==> src/rtl/spi_byte_ser_pkg.sv <==
// Shared word-format constants and FSM state type for the SPI byte serializer.
package spi_byte_ser_pkg;

  localparam logic [1:0] KIND_DATA  = 2'b00;
  localparam logic [1:0] KIND_CLEAR = 2'b01;

  localparam int KIND_MSB = 31;
  localparam int KIND_LSB = 30;
  localparam int CNT_MSB  = 25;
  localparam int CNT_LSB  = 24;
  localparam int PAY_W    = 24;

  typedef enum logic [1:0] {
    IDLE = 2'd0,
    SEND = 2'd1,
    CLR  = 2'd2
  } state_t;

  function automatic logic [7:0] pick_byte(input logic [PAY_W-1:0] payload,
                                           input logic [1:0]       idx);
    logic [7:0] b;
    case (idx)
      2'd0:    b = payload[7:0];
      2'd1:    b = payload[15:8];
      default: b = payload[23:16];
    endcase
    return b;
  endfunction

endpackage

==> src/rtl/spi_byte_serializer.sv <==
// Splits 32-bit SPI send words into 1..3 payload bytes (LSB first) for crc32,
// emits a one-cycle CRC clear on CLEAR words and counts dropped words.
module spi_byte_serializer
  import spi_byte_ser_pkg::*;
#(
  parameter int nbits    = 32,
  parameter int cnt_bits = 8
) (
  input  logic                clk,
  input  logic                reset,
  input  logic                in_val,
  input  logic [nbits-1:0]    in_msg,
  output logic                in_rdy,
  output logic                out_val,
  output logic [7:0]          out_msg,
  input  logic                out_rdy,
  output logic                crc_clear,
  output logic [cnt_bits-1:0] err_count,
  output logic                busy
);

  localparam logic [cnt_bits-1:0] ERR_ONE = {{(cnt_bits-1){1'b0}}, 1'b1};

  state_t              r_state;
  logic [PAY_W-1:0]    r_payload;
  logic [1:0]          r_count;
  logic [1:0]          r_idx;
  logic                r_out_val;
  logic [7:0]          r_out_msg;
  logic                r_crc_clear;
  logic [cnt_bits-1:0] r_err;

  logic [1:0] w_kind;
  logic [1:0] w_cnt;
  logic       w_last;
  logic       w_is_data;
  logic       w_is_clear;
  logic       w_accept;
  logic       w_unused_bits;

  assign w_kind        = in_msg[KIND_MSB:KIND_LSB];
  assign w_cnt         = in_msg[CNT_MSB:CNT_LSB];
  assign w_is_data     = (w_kind == KIND_DATA) && (w_cnt != 2'd0);
  assign w_is_clear    = (w_kind == KIND_CLEAR);
  assign w_last        = (r_idx == (r_count - 2'd1));
  assign w_unused_bits = ^in_msg[29:26];

  // Ready on the last byte's handoff too, so words stream without a bubble.
  assign in_rdy   = reset && ((r_state == IDLE) ||
                              ((r_state == SEND) && w_last && out_rdy));
  assign w_accept = in_val && in_rdy;

  always_ff @(posedge clk or negedge reset) begin
    if (!reset) begin
      r_state     <= IDLE;
      r_payload   <= '0;
      r_count     <= 2'd0;
      r_idx       <= 2'd0;
      r_out_val   <= 1'b0;
      r_out_msg   <= 8'h00;
      r_crc_clear <= 1'b0;
      r_err       <= '0;
    end else if (w_accept) begin
      if (w_is_data) begin
        r_payload <= in_msg[PAY_W-1:0];
        r_count   <= w_cnt;
        r_idx     <= 2'd0;
        r_out_msg <= in_msg[7:0];
        r_out_val <= 1'b1;
        r_state   <= SEND;
      end else if (w_is_clear) begin
        r_out_val   <= 1'b0;
        r_crc_clear <= 1'b1;
        r_state     <= CLR;
      end else begin
        r_out_val <= 1'b0;
        r_state   <= IDLE;
        if (r_err != '1) r_err <= r_err + ERR_ONE;
      end
    end else begin
      case (r_state)
        SEND: begin
          if (out_rdy) begin
            if (!w_last) begin
              r_idx     <= r_idx + 2'd1;
              r_out_msg <= pick_byte(r_payload, r_idx + 2'd1);
            end else begin
              r_out_val <= 1'b0;
              r_state   <= IDLE;
            end
          end
        end
        CLR: begin
          r_crc_clear <= 1'b0;
          r_state     <= IDLE;
        end
        default: ;
      endcase
    end
  end

  assign out_val   = r_out_val;
  assign out_msg   = r_out_msg;
  assign crc_clear = r_crc_clear;
  assign err_count = r_err;
  assign busy      = (r_state != IDLE);

endmodule

==> config.mk <==
export PLATFORM = sky130hd
export DESIGN_NAME = spi_byte_serializer
export DESIGN_NICKNAME = d
export VERILOG_FILES = /design/src/rtl/spi_byte_ser_pkg.sv /design/src/rtl/spi_byte_serializer.sv
export SDC_FILE = /design/constraint.sdc
export NUM_CORES = 1
export LEC_CHECK = 0
export CORE_MARGIN = 4
export CORE_UTILIZATION = 45
export DETAILED_ROUTE_END_ITERATION = 7
export PLACE_DENSITY_LB_ADDON = 0.05
export SETUP_SLACK_MARGIN = 0.4
export SLEW_MARGIN = 20
export SYNTH_ARGS = -nofsm -noshare
export SYNTH_HDL_FRONTEND = slang
export SYNTH_SLANG_ARGS = --single-unit
==> constraint.sdc <==
create_clock -name clk -period 5.3 [get_ports clk]
set_clock_uncertainty 0.2 [all_clocks]
set_input_delay 1.06 -clock clk [delete_from_list [all_inputs] [get_ports clk]]
set_output_delay 1.06 -clock clk [all_outputs]
set_load 0.01 [all_outputs]
==> results.py, run 1 <==
metrics = {
    "power_and_ir_drop": {
        "power.share.switching_pct": 33.9,
        "internal_power_uw": 980,
        "ir_worst_vdd_v": 0.000255,
        "p_per_area_nw_per_um2": 497,
        "p_switching_uw": 502,
        "clkPwrFrac_pct": 17.3,
        "power_frac_seq_pct": 42.8,
        "power_frac_comb_pct": 39.9,
        "p_leak_uw": 0.00123,
    },
    "clock_tree": {
        "path_clk_slew_ns": 0.08,
        "clock_latency_ns": 0.29,
        "holdBufCountCts": 0,
        "cts_tree": "built",
        "cts_max_level": 2,
        "cts_buffer_depth": 2,
        "cts_sinks": 48,
        "cts_setup_buffers": 0,
        "cts_root_buffer": "clkbuf_8",
        "numCtsBuffers": 5,
        "cts-resized-gates": 0,
    },
    "logic_synthesis": {
        "seq_area_frac_synth_pct": 51.9,
        "yosys-top-cells-area": "dfrtp_1 52%, mux2_2 14%, o21ai_0 4.1%",
        "yosysWarnings": 0,
        "synth_top_area_cell": "dfrtp_1",
        "synthCells": 217,
        "synth_cell_types": 32,
        "syn_nets": 256,
        "ys_ff_latch": 48,
        "avgSynthCellArea_um2": 10.7,
        "netlist_area_um2": 2310,
        "synth_top_area_share_pct": 51.9,
    },
    "final_layout": {
        "layout.nets": 305,
        "fill_cells": 421,
        "insertedDiodeCount": 0,
        "fin_util_pct": 61.5,
        "syn2layout_area_growth_pct": 28.8,
        "layout-drive-gt1-share_pct": 18.7,
    },
    "place": {
        "numPortBuffers": 51,
        "place_ws_ns": 1.47,
        "gp_congestion": 0.773,
        "place_hpwl_mm": 3.47,
    },
    "routing": {
        "wirelength_mm": 4.78,
        "firstDrtPassIters": 4,
        "drt_first_iter_violations": 94,
        "vias": 1718,
        "viasPerCell": 5.14,
        "ant_nets": 0,
        "wl_per_cell_um": 14.3,
        "drc": 0,
    },
    "setup_path": {
        "worst-setup-path-type": "input port to output pin",
        "r2r-start": "r_idx[1]",
        "startpoint": "out_rdy",
        "crit_chain": "clkdlybuf4s50_1, a21oi_1, nor2b_1, clkdlybuf4s50_1",
        "r2r_slack_ns": 2.92,
        "cpMostUsedCell": "clkdlybuf4s50_1",
        "cpPeakStageDelay_ns": 0.55,
        "cp_max_fo": 5,
        "worstPathRequired_ns": 4.04,
        "end_kind": "output pin",
        "cp-start-kind": "input port",
        "arrival_ns": 2.36,
        "crit_slowest_cell": "clkdlybuf4s50_1",
    },
    "timing": {
        "hold_violations": 0,
        "worst_slew_pin_slew_ns": 0.485,
        "period_share_pct": 68.4,
        "rsz0062_at_grt": "false",
        "timing.final.ws_setup_ns": 1.68,
        "max_freq_mhz": 276,
        "finalWorstPathRequiredPeriod_ns": 3.62,
        "setup_violations": 0,
        "maxSlewViolCount": 0,
        "max_slew_margin_pct": 67.7,
        "setup_tns_ns": 0,
    },
    "global_route": {
        "grt_overflow": 0,
        "top_usage_layer": "met2",
        "grtUsageMet1_pct": 21.8,
        "antenna_found_initial": 0,
        "grt_util_met2_pct": 26.8,
        "grt_pass1_vias": 1697,
        "met3_usage_pct": 4.97,
        "grt_usage_pct": 16.6,
        "grt_max_degree": 39,
        "grt_pass1_wl_mm": 8.17,
    },
    "die": {
        "die_h_um": 79.7,
        "die_x_um": 79.7,
        "rows": 25,
        "die_area_um2": 6350,
        "coreArea_um2": 4850,
        "pin_count": 56,
        "initial_utilization_pct": 47.7,
    },
    "min_path": {
        "min_from": "err_count[7]",
        "min_path_type": "flop to flop",
    },
    "job": {
        "maxCapViolCount": 0,
    },
    "run_status": {
        "status": "finished clean",
    },
}
-- critical path, delay by kind of cell --
family | cells | cell delay [ns]
compound gates | 1 | 0.10
simple gates | 1 | 0.11
buf+inv | 2 | 1.09
-- final cells by class --
type	count	area, µm²	area share (%)
Timing Repair Buffer	54	528	17.7
Multi-Input combinational cell	152	1040	34.9
Inverter	5	18.8	0.630
Sequential cell	48	1200	40.3
Clock inverter	2	35.0	1.18
Tap cell	67	83.8	2.81
Clock buffer	6	72.6	2.43
-- sequential cells by signal (all words and copies together) (netlist names) --
| signal | count |
|---|---|
| r_idx | 2 |
| r_count | 2 |
| crc_clear | 1 |
| out_msg | 8 |
| err_count | 8 |
| r_payload | 24 |
| out_val | 1 |
| r_state | 2 |
-- metrics by stage --
stage / instance area (µm²) / total power (µW) / std cells / hold WS, ns
after global routing: 2980 / 1600 / 334 / 0.328
after floorplan: 2310 / 998 / 217 / 0.280
final: 2980 / 1480 / 334 / 0.299
after global placement: 2870 / 1230 / 326 / 0.282
after CTS: 2980 / 1510 / 334 / 0.302
after detailed placement: 2870 / 1250 / 326 / 0.283
-- worst paths after layout --
| check | endpoint | cells past startpoint |
|---|---|---|
| setup / recovery | in_rdy | 4 |
| hold / removal | err_count[7] | 1 |
| setup reg to reg | r_payload[6] | 5 |
| hold reg to reg | err_count[7] | 1 |
| max in group asynchronous | r_payload[21] | 2 |
| min in group asynchronous | r_payload[10] | 1 |
-- power groups by stage --
stage          clock, µW  sequential, µW  combinational, µW
4_1_cts              267             637                601
2_1_floorplan          0             636                362
3_5_place_dp           0             645                601
5_1_grt              281             659                660
3_3_place_gp           0             637                593
6_report             257             634                592
-- cell usage in the layout, fill, tap and decap left out, drive strengths merged --
master         Yosys  routed
ha                 3       3
nor2b              4       4
a21oi             11      11
nand2b             5       5
o21bai             1       1
nand2             22      22
xnor2              3       3
nand4              1       1
clkbuf             6       6
nand3              4       4
bufinv             0       1
xor2               5       5
mux2i              1       1
or4                1       1
a211o              1       1
clkdlybuf4s50      0      50
nor2              13      13
dfrtp             48      48
o2111ai            1       1
buf                6       4
mux2              29      29
nor3               7       7
a311oi             1       1
nand3b             1       1
o31ai              1       1
clkinv             0       1
nor3b              1       1
or2                9       9
o21ai             19      19
a22oi              8       8
inv                5       5
-- cell families after synthesis --
family,Yosys count,synth area share (%)
buffers and inverters,17,3.57
xor gates and xnor gates,8,3.03
adders and majority gates,3,1.62
DFF,48,51.9
AOI/OAI and AO/OA,43,11.1
and+or+nand+nor,68,14.2
muxes,30,14.5
-- cells in the mapped netlist --
cell type,n
dfrtp_1,48
mux2_2,29
nand2_1,22
o21ai_0,19
nor2_1,13
a21oi_1,11
or2_2,9
a22oi_1,8
nor3_1,7
clkbuf_1,5
inv_1,5
nand2b_1,5
xor2_1,5
nand3_1,4
nor2b_1,4
ha_1,3
xnor2_1,3
buf_2,2
buf_4,2
a211o_1,1
a311oi_2,1
buf_1,1
buf_6,1
clkbuf_2,1
mux2i_1,1
nand3b_1,1
nand4_1,1
nor3b_1,1
o2111ai_1,1
o21bai_1,1
o31ai_1,1
or4_1,1
-- per-layer routing --
layer / wire length [µm] / vias up
met4: 35 / 0
met2: 2360 / 39
li1: - / 846
met3: 232 / 4
met5: 0 / -
met1: 2150 / 829
Note: power is estimated with default switching activity, not from simulation.
==> inputs of run 2 (changes only) <==
--- a/config.mk
+++ b/config.mk
@@ -6,7 +6,7 @@
 export NUM_CORES = 1
 export LEC_CHECK = 0
 export CORE_MARGIN = 4
-export CORE_UTILIZATION = 45
+export CORE_UTILIZATION = 44
 export DETAILED_ROUTE_END_ITERATION = 7
 export PLACE_DENSITY_LB_ADDON = 0.05
 export SETUP_SLACK_MARGIN = 0.4
==> constraint.sdc (replaced) <==
create_clock -name clk -period 3.3 [get_ports clk]
set_clock_uncertainty 0.2 [all_clocks]
set_input_delay 0.66 -clock clk [delete_from_list [all_inputs] [get_ports clk]]
set_output_delay 0.66 -clock clk [all_outputs]
set_load 0.01 [all_outputs]
==> run 2 against run 1 <==
Design area rose by 3.1%; final cell count rose by 2.1%; sequential power rose by 61%; via count fell by 0.35%; critical path depth rose by 2; non-clock buffer count rose by 5; worst setup slack got worse by 1.1 ns; critical endpoint is now r_payload[1]; largest power group unchanged.
==> results.py, run 2 (synthesis results as in run 1) <==
metrics = {
    "power_and_ir_drop": {
        "internal_power_uw": 1680,
        "clkPwrFrac_pct": 19.6,
        "power_frac_seq_pct": 40.7,
        "p_leak_uw": 0.00129,
        "fin_total_pwr_uw": 2500,
        "p_switching_uw": 828,
        "ir_worst_vdd_v": 0.000440,
        "power.share.switching_pct": 33.1,
        "p_per_area_nw_per_um2": 815,
        "power_frac_comb_pct": 39.7,
    },
    "die": {
        "die_x_um": 80.5,
        "die_area_um2": 6480,
        "initial_utilization_pct": 45.3,
        "pin_count": 56,
        "coreArea_um2": 5110,
        "die_h_um": 80.5,
        "rows": 26,
    },
    "place": {
        "place_hpwl_mm": 3.44,
        "gp_congestion": 0.774,
        "numPortBuffers": 51,
    },
    "routing": {
        "ant_nets": 0,
        "wl_per_cell_um": 14.3,
        "drt_first_iter_violations": 68,
        "wirelength_mm": 4.89,
        "drc": 0,
        "viasPerCell": 5.02,
        "firstDrtPassIters": 4,
        "vias": 1712,
    },
    "job": {
        "maxCapViolCount": 0,
    },
    "setup_path": {
        "rr_worst_depth": 6,
        "arrival_ns": 2.76,
        "end_kind": "flop",
        "regToRegEndpoint": "r_idx[1]",
        "r2r-start": "r_idx[1]",
        "r2r_slack_ns": 1.07,
        "crit_end": "r_payload[1]",
        "worstPathRequired_ns": 3.30,
        "startpoint": "in_val",
        "cp_max_fo": 11,
        "cp-start-kind": "input port",
        "worst-setup-path-type": "input port to flop",
    },
    "final_layout": {
        "syn2layout_area_growth_pct": 32.8,
        "insertedDiodeCount": 0,
        "mostFrequentLayoutCells": "48 x dfrtp_1, 48 x clkdlybuf4s50_1, 29 x mux2_2, 22 x nand2_1, 19 x o21ai_0",
        "layout-drive-gt1-share_pct": 21.0,
        "layout.nets": 310,
        "largest_reg_flops": 24,
        "regMostFlops": "r_payload",
    },
    "timing": {
        "max_slew_margin_pct": 57.0,
        "period_share_pct": 83.8,
        "maxSlewViolCount": 0,
        "hold_violations": 0,
        "setup_tns_ns": 0,
        "worst_slew_pin_slew_ns": 0.641,
        "setup_violations": 0,
        "finalWorstPathRequiredPeriod_ns": 2.77,
        "rsz0062_at_grt": "false",
        "max_freq_mhz": 362,
    },
    "clock_tree": {
        "cts_buffer_depth": 2,
        "cts_root_buffer": "clkbuf_8",
        "path_clk_slew_ns": 0.09,
        "clock_latency_ns": 0.30,
        "cts_max_level": 2,
        "holdBufCountCts": 0,
        "numCtsBuffers": 5,
        "cts_sinks": 48,
        "cts_tree": "built",
    },
    "global_route": {
        "grt_pass1_wl_mm": 8.45,
        "grt_usage_pct": 17.2,
        "antenna_found_initial": 0,
        "grt_pass1_vias": 1735,
        "grt_overflow": 0,
        "grt_max_degree": 49,
    },
    "run_status": {
        "status": "finished clean",
    },
    "min_path": {
        "min_path_type": "input port to async pin",
    },
}
## run 2: how the worst min path moves through the flow
stage	from	end	slack [ns]
after CTS	reset	out_msg[0]	0.28
final	reset	out_msg[0]	0.26
after detailed placement	err_count[6]	err_count[6]	0.29
after floorplan	reset	crc_clear	0.16
after global placement	err_count[7]	err_count[7]	0.28
after global routing	reset	out_msg[0]	0.32
## run 2: final cells by class
| class | count | area (µm²) |
|---|---|---|
| clock inverter | 2 | 60.1 |
| multi-input combinational | 152 | 1050 |
| inverter | 5 | 18.8 |
| sequential | 48 | 1200 |
| fill | 477 | 2040 |
| clock buffer | 5 | 68.8 |
| timing repair buffer | 59 | 583 |
| tap | 70 | 87.6 |
## run 2: repair_timing
action / in CTS / in global routing
buffers inserted: 1 / 1
setup endpoints to repair: 1 / 1
gates resized for setup: 2 / 2
pin swaps: 1 / 0
endpoints found under the hold margin: 0 / 0
## run 2: critical path: stages
cell and delay (ns):
clkdlybuf4s50_1 0.48, nand2_1 0.08, or4_1 0.55, a311oi_4 0.39, buf_4 0.25, mux2_2 0.35
## run 2: layer usage
| metal | up-vias | share of wire, % | track usage [%] |
|---|---|---|---|
| met2 | 39 | 48 | 27.0 |
| met3 | 8 | 4.9 | 4.93 |
| li1 | 851 | - | - |
| met5 | - | 0 | 0 |
| met4 | 0 | 1.3 | 5.07 |
| met1 | 814 | 46 | 22.9 |
## run 2: through the flow
stage               hold WS, ns  setup WS, ns  area (µm²)  instances  util, %
global route              0.319         0.487        3070        341     60.1
floorplan                 0.164         0.749        2310        217        -
detailed placement        0.289         0.210        2910        332     57.0
CTS                       0.284         0.417        3060        340     59.9
global placement          0.280         0.204        2910        332     57.0
finish                    0.257         0.535        3070        341     60.1
## run 2: power groups by stage
stage / registers [µW] / logic [µW] / clock network (µW)
after global placement: 1020 / 954 / 0
after floorplan: 1020 / 581 / 0
after detailed placement: 1030 / 969 / 0
after global routing: 1060 / 1110 / 531
final: 1020 / 995 / 491
after CTS: 1020 / 1000 / 507
==> inputs of run 3 (changes only) <==
--- a/config.mk
+++ b/config.mk
@@ -6,7 +6,7 @@
 export NUM_CORES = 1
 export LEC_CHECK = 0
 export CORE_MARGIN = 4
-export CORE_UTILIZATION = 44
+export CORE_UTILIZATION = 45
 export DETAILED_ROUTE_END_ITERATION = 7
 export PLACE_DENSITY_LB_ADDON = 0.05
 export SETUP_SLACK_MARGIN = 0.4
==> constraint.sdc (replaced) <==
create_clock -name clk -period 2.7 [get_ports clk]
set_clock_uncertainty 0.2 [all_clocks]
set_input_delay 0.54 -clock clk [delete_from_list [all_inputs] [get_ports clk]]
set_output_delay 0.54 -clock clk [all_outputs]
set_load 0.01 [all_outputs]
==> run 3 against run 2 <==
Final cell count grew 5.6%; routed wire length grew 16%; register-to-register slack lost 0.70 ns; sequential cell count is the same; critical path depth grew 3; sequential share of layout area shrank 3.0 points; die area shrank 2.0%; first-iteration DRC count grew 63%; non-clock buffer count grew 24; via count grew 8.1%; design area grew 8.5%; largest power group is now combinational cells.
==> results.py, run 3 (synthesis results as in run 1) <==
metrics = {
    "final_layout": {
        "layout-drive-gt1-share_pct": 31.4,
        "regMostFlops": "r_payload",
        "seq_area_um2": 1200,
        "multi_input_area_um2": 1130,
        "layout.nets": 334,
        "fin_util_pct": 68.7,
        "insertedDiodeCount": 0,
        "mostFrequentLayoutCells": "46 x dfrtp_1, 43 x clkdlybuf4s50_1, 21 x buf_4, 20 x nand2_1, 16 x mux2_2",
        "fill_cells": 378,
        "largest_reg_flops": 24,
        "syn2layout_area_growth_pct": 44.1,
        "final_common_cell": "dfrtp_1",
        "layoutNonFillerInstCount": 360,
    },
    "setup_path": {
        "r2r_slack_ns": 0.37,
        "cp-start-kind": "flop",
        "worst-setup-path-type": "flop to flop",
        "rr_worst_depth": 9,
        "startpoint": "r_idx[1]",
        "crit_end": "r_payload[19]",
        "worstPathRequired_ns": 2.69,
        "regToRegEndpoint": "r_payload[19]",
        "r2r-start": "r_idx[1]",
        "end_kind": "flop",
        "cp_max_fo": 5,
        "arrival_ns": 2.32,
    },
    "die": {
        "initial_utilization_pct": 47.7,
        "rows": 25,
        "die_x_um": 79.7,
        "pin_count": 56,
        "coreArea_um2": 4850,
        "die_area_um2": 6350,
        "die_h_um": 79.7,
    },
    "place": {
        "gp_congestion": 0.808,
        "numPortBuffers": 51,
        "place_inst": 335,
        "place_hpwl_mm": 3.61,
    },
    "routing": {
        "ant_nets": 0,
        "viasPerCell": 5.14,
        "drc": 0,
        "drt_first_iter_violations": 111,
        "wl_per_cell_um": 15.8,
        "firstDrtPassIters": 4,
        "wirelength_mm": 5.68,
        "vias": 1851,
    },
    "timing": {
        "period_share_pct": 86.1,
        "finalWorstPathRequiredPeriod_ns": 2.33,
        "setup_violations": 0,
        "hold_violations": 0,
        "max_freq_mhz": 430,
        "worst_slew_pin_slew_ns": 0.471,
        "max_slew_margin_pct": 68.6,
        "maxSlewViolCount": 0,
        "rsz0062_at_grt": "true",
    },
    "power_and_ir_drop": {
        "fin_total_pwr_uw": 3040,
        "p_per_area_nw_per_um2": 911,
        "p_leak_uw": 0.00144,
        "ir_worst_vdd_v": 0.000498,
    },
    "clock_tree": {
        "cts_max_level": 2,
        "cts_sinks": 48,
        "clock_latency_ns": 0.29,
        "cts_tree": "built",
        "path_clk_slew_ns": 0.09,
        "cts_root_buffer": "clkbuf_8",
        "numCtsBuffers": 5,
        "holdBufCountCts": 0,
        "cts_buffer_depth": 2,
    },
    "min_path": {
        "min_path_type": "input port to async pin",
    },
    "global_route": {
        "grt_max_degree": 32,
        "antenna_found_initial": 0,
        "grt_overflow": 0,
        "grt_usage_pct": 19.1,
        "grt_pass1_vias": 1846,
        "grt_pass1_wl_mm": 9.27,
    },
    "job": {
        "maxCapViolCount": 0,
    },
    "run_status": {
        "status": "finished clean",
    },
}
-- run 3: how the worst min path moves through the flow --
stage / start / endpoint / slack (ns)
after floorplan: reset / crc_clear / 0.04
after global placement: err_count[7] / err_count[7] / 0.28
after detailed placement: err_count[6] / err_count[6] / 0.30
after CTS: reset / r_state[1] / 0.10
after global routing: reset / r_payload[23] / 0.11
final: reset / r_state[1] / 0.1
-- run 3: where the power goes --
part / switching, µW / total [µW] / internal, µW
Sequential: 225 / 1250 / 1030
Combinational: 607 / 1390 / 780
Clock: 228 / 396 / 168
-- run 3: layer usage --
layer	routed length, µm	track usage (%)
met1	2600	26.5
met2	2780	30.5
met3	243	4.06
met4	52	4.64
met5	0	0
-- run 3: critical path, stage by stage, from the launching register on --
cell and delay [ns]:
dfrtp_1 0.42, xnor2_2 0.16, buf_4 0.14, nand3b_1 0.19, a311oi_4 0.32, buf_4 0.17
buf_6 0.10, buf_16 0.10, buf_8 0.11, mux2_4 0.29
-- run 3: timing repair --
| item | in CTS | in global routing |
|---|---|---|
| setup buffers | 18 | 0 |
| resized for setup | 39 | 14 |
| setup endpoints to repair | 40 | 36 |
| pin swaps | 4 | 3 |
| gates cloned | 2 | 0 |
-- run 3: cell type report --
cell class / instances / area share [%]
Clock buffer: 5 / 2.06
Inverter: 5 / 0.563
Multi-Input combinational cell: 152 / 33.8
Sequential cell: 48 / 36.1
Tap cell: 67 / 2.52
Timing Repair Buffer: 83 / 24.9
-- run 3: metrics by stage --
step                setup TNS, ns  hold WS, ns  area [µm²]  worst slack (ns)
floorplan                       0       0.0444        2370             0.302
detailed placement          -7.86        0.296        3000            -0.283
global route                    0        0.112        3330             0.303
global placement            -7.29        0.281        3000            -0.256
CTS                             0        0.102        3300             0.382
finish                          0       0.0989        3330             0.375
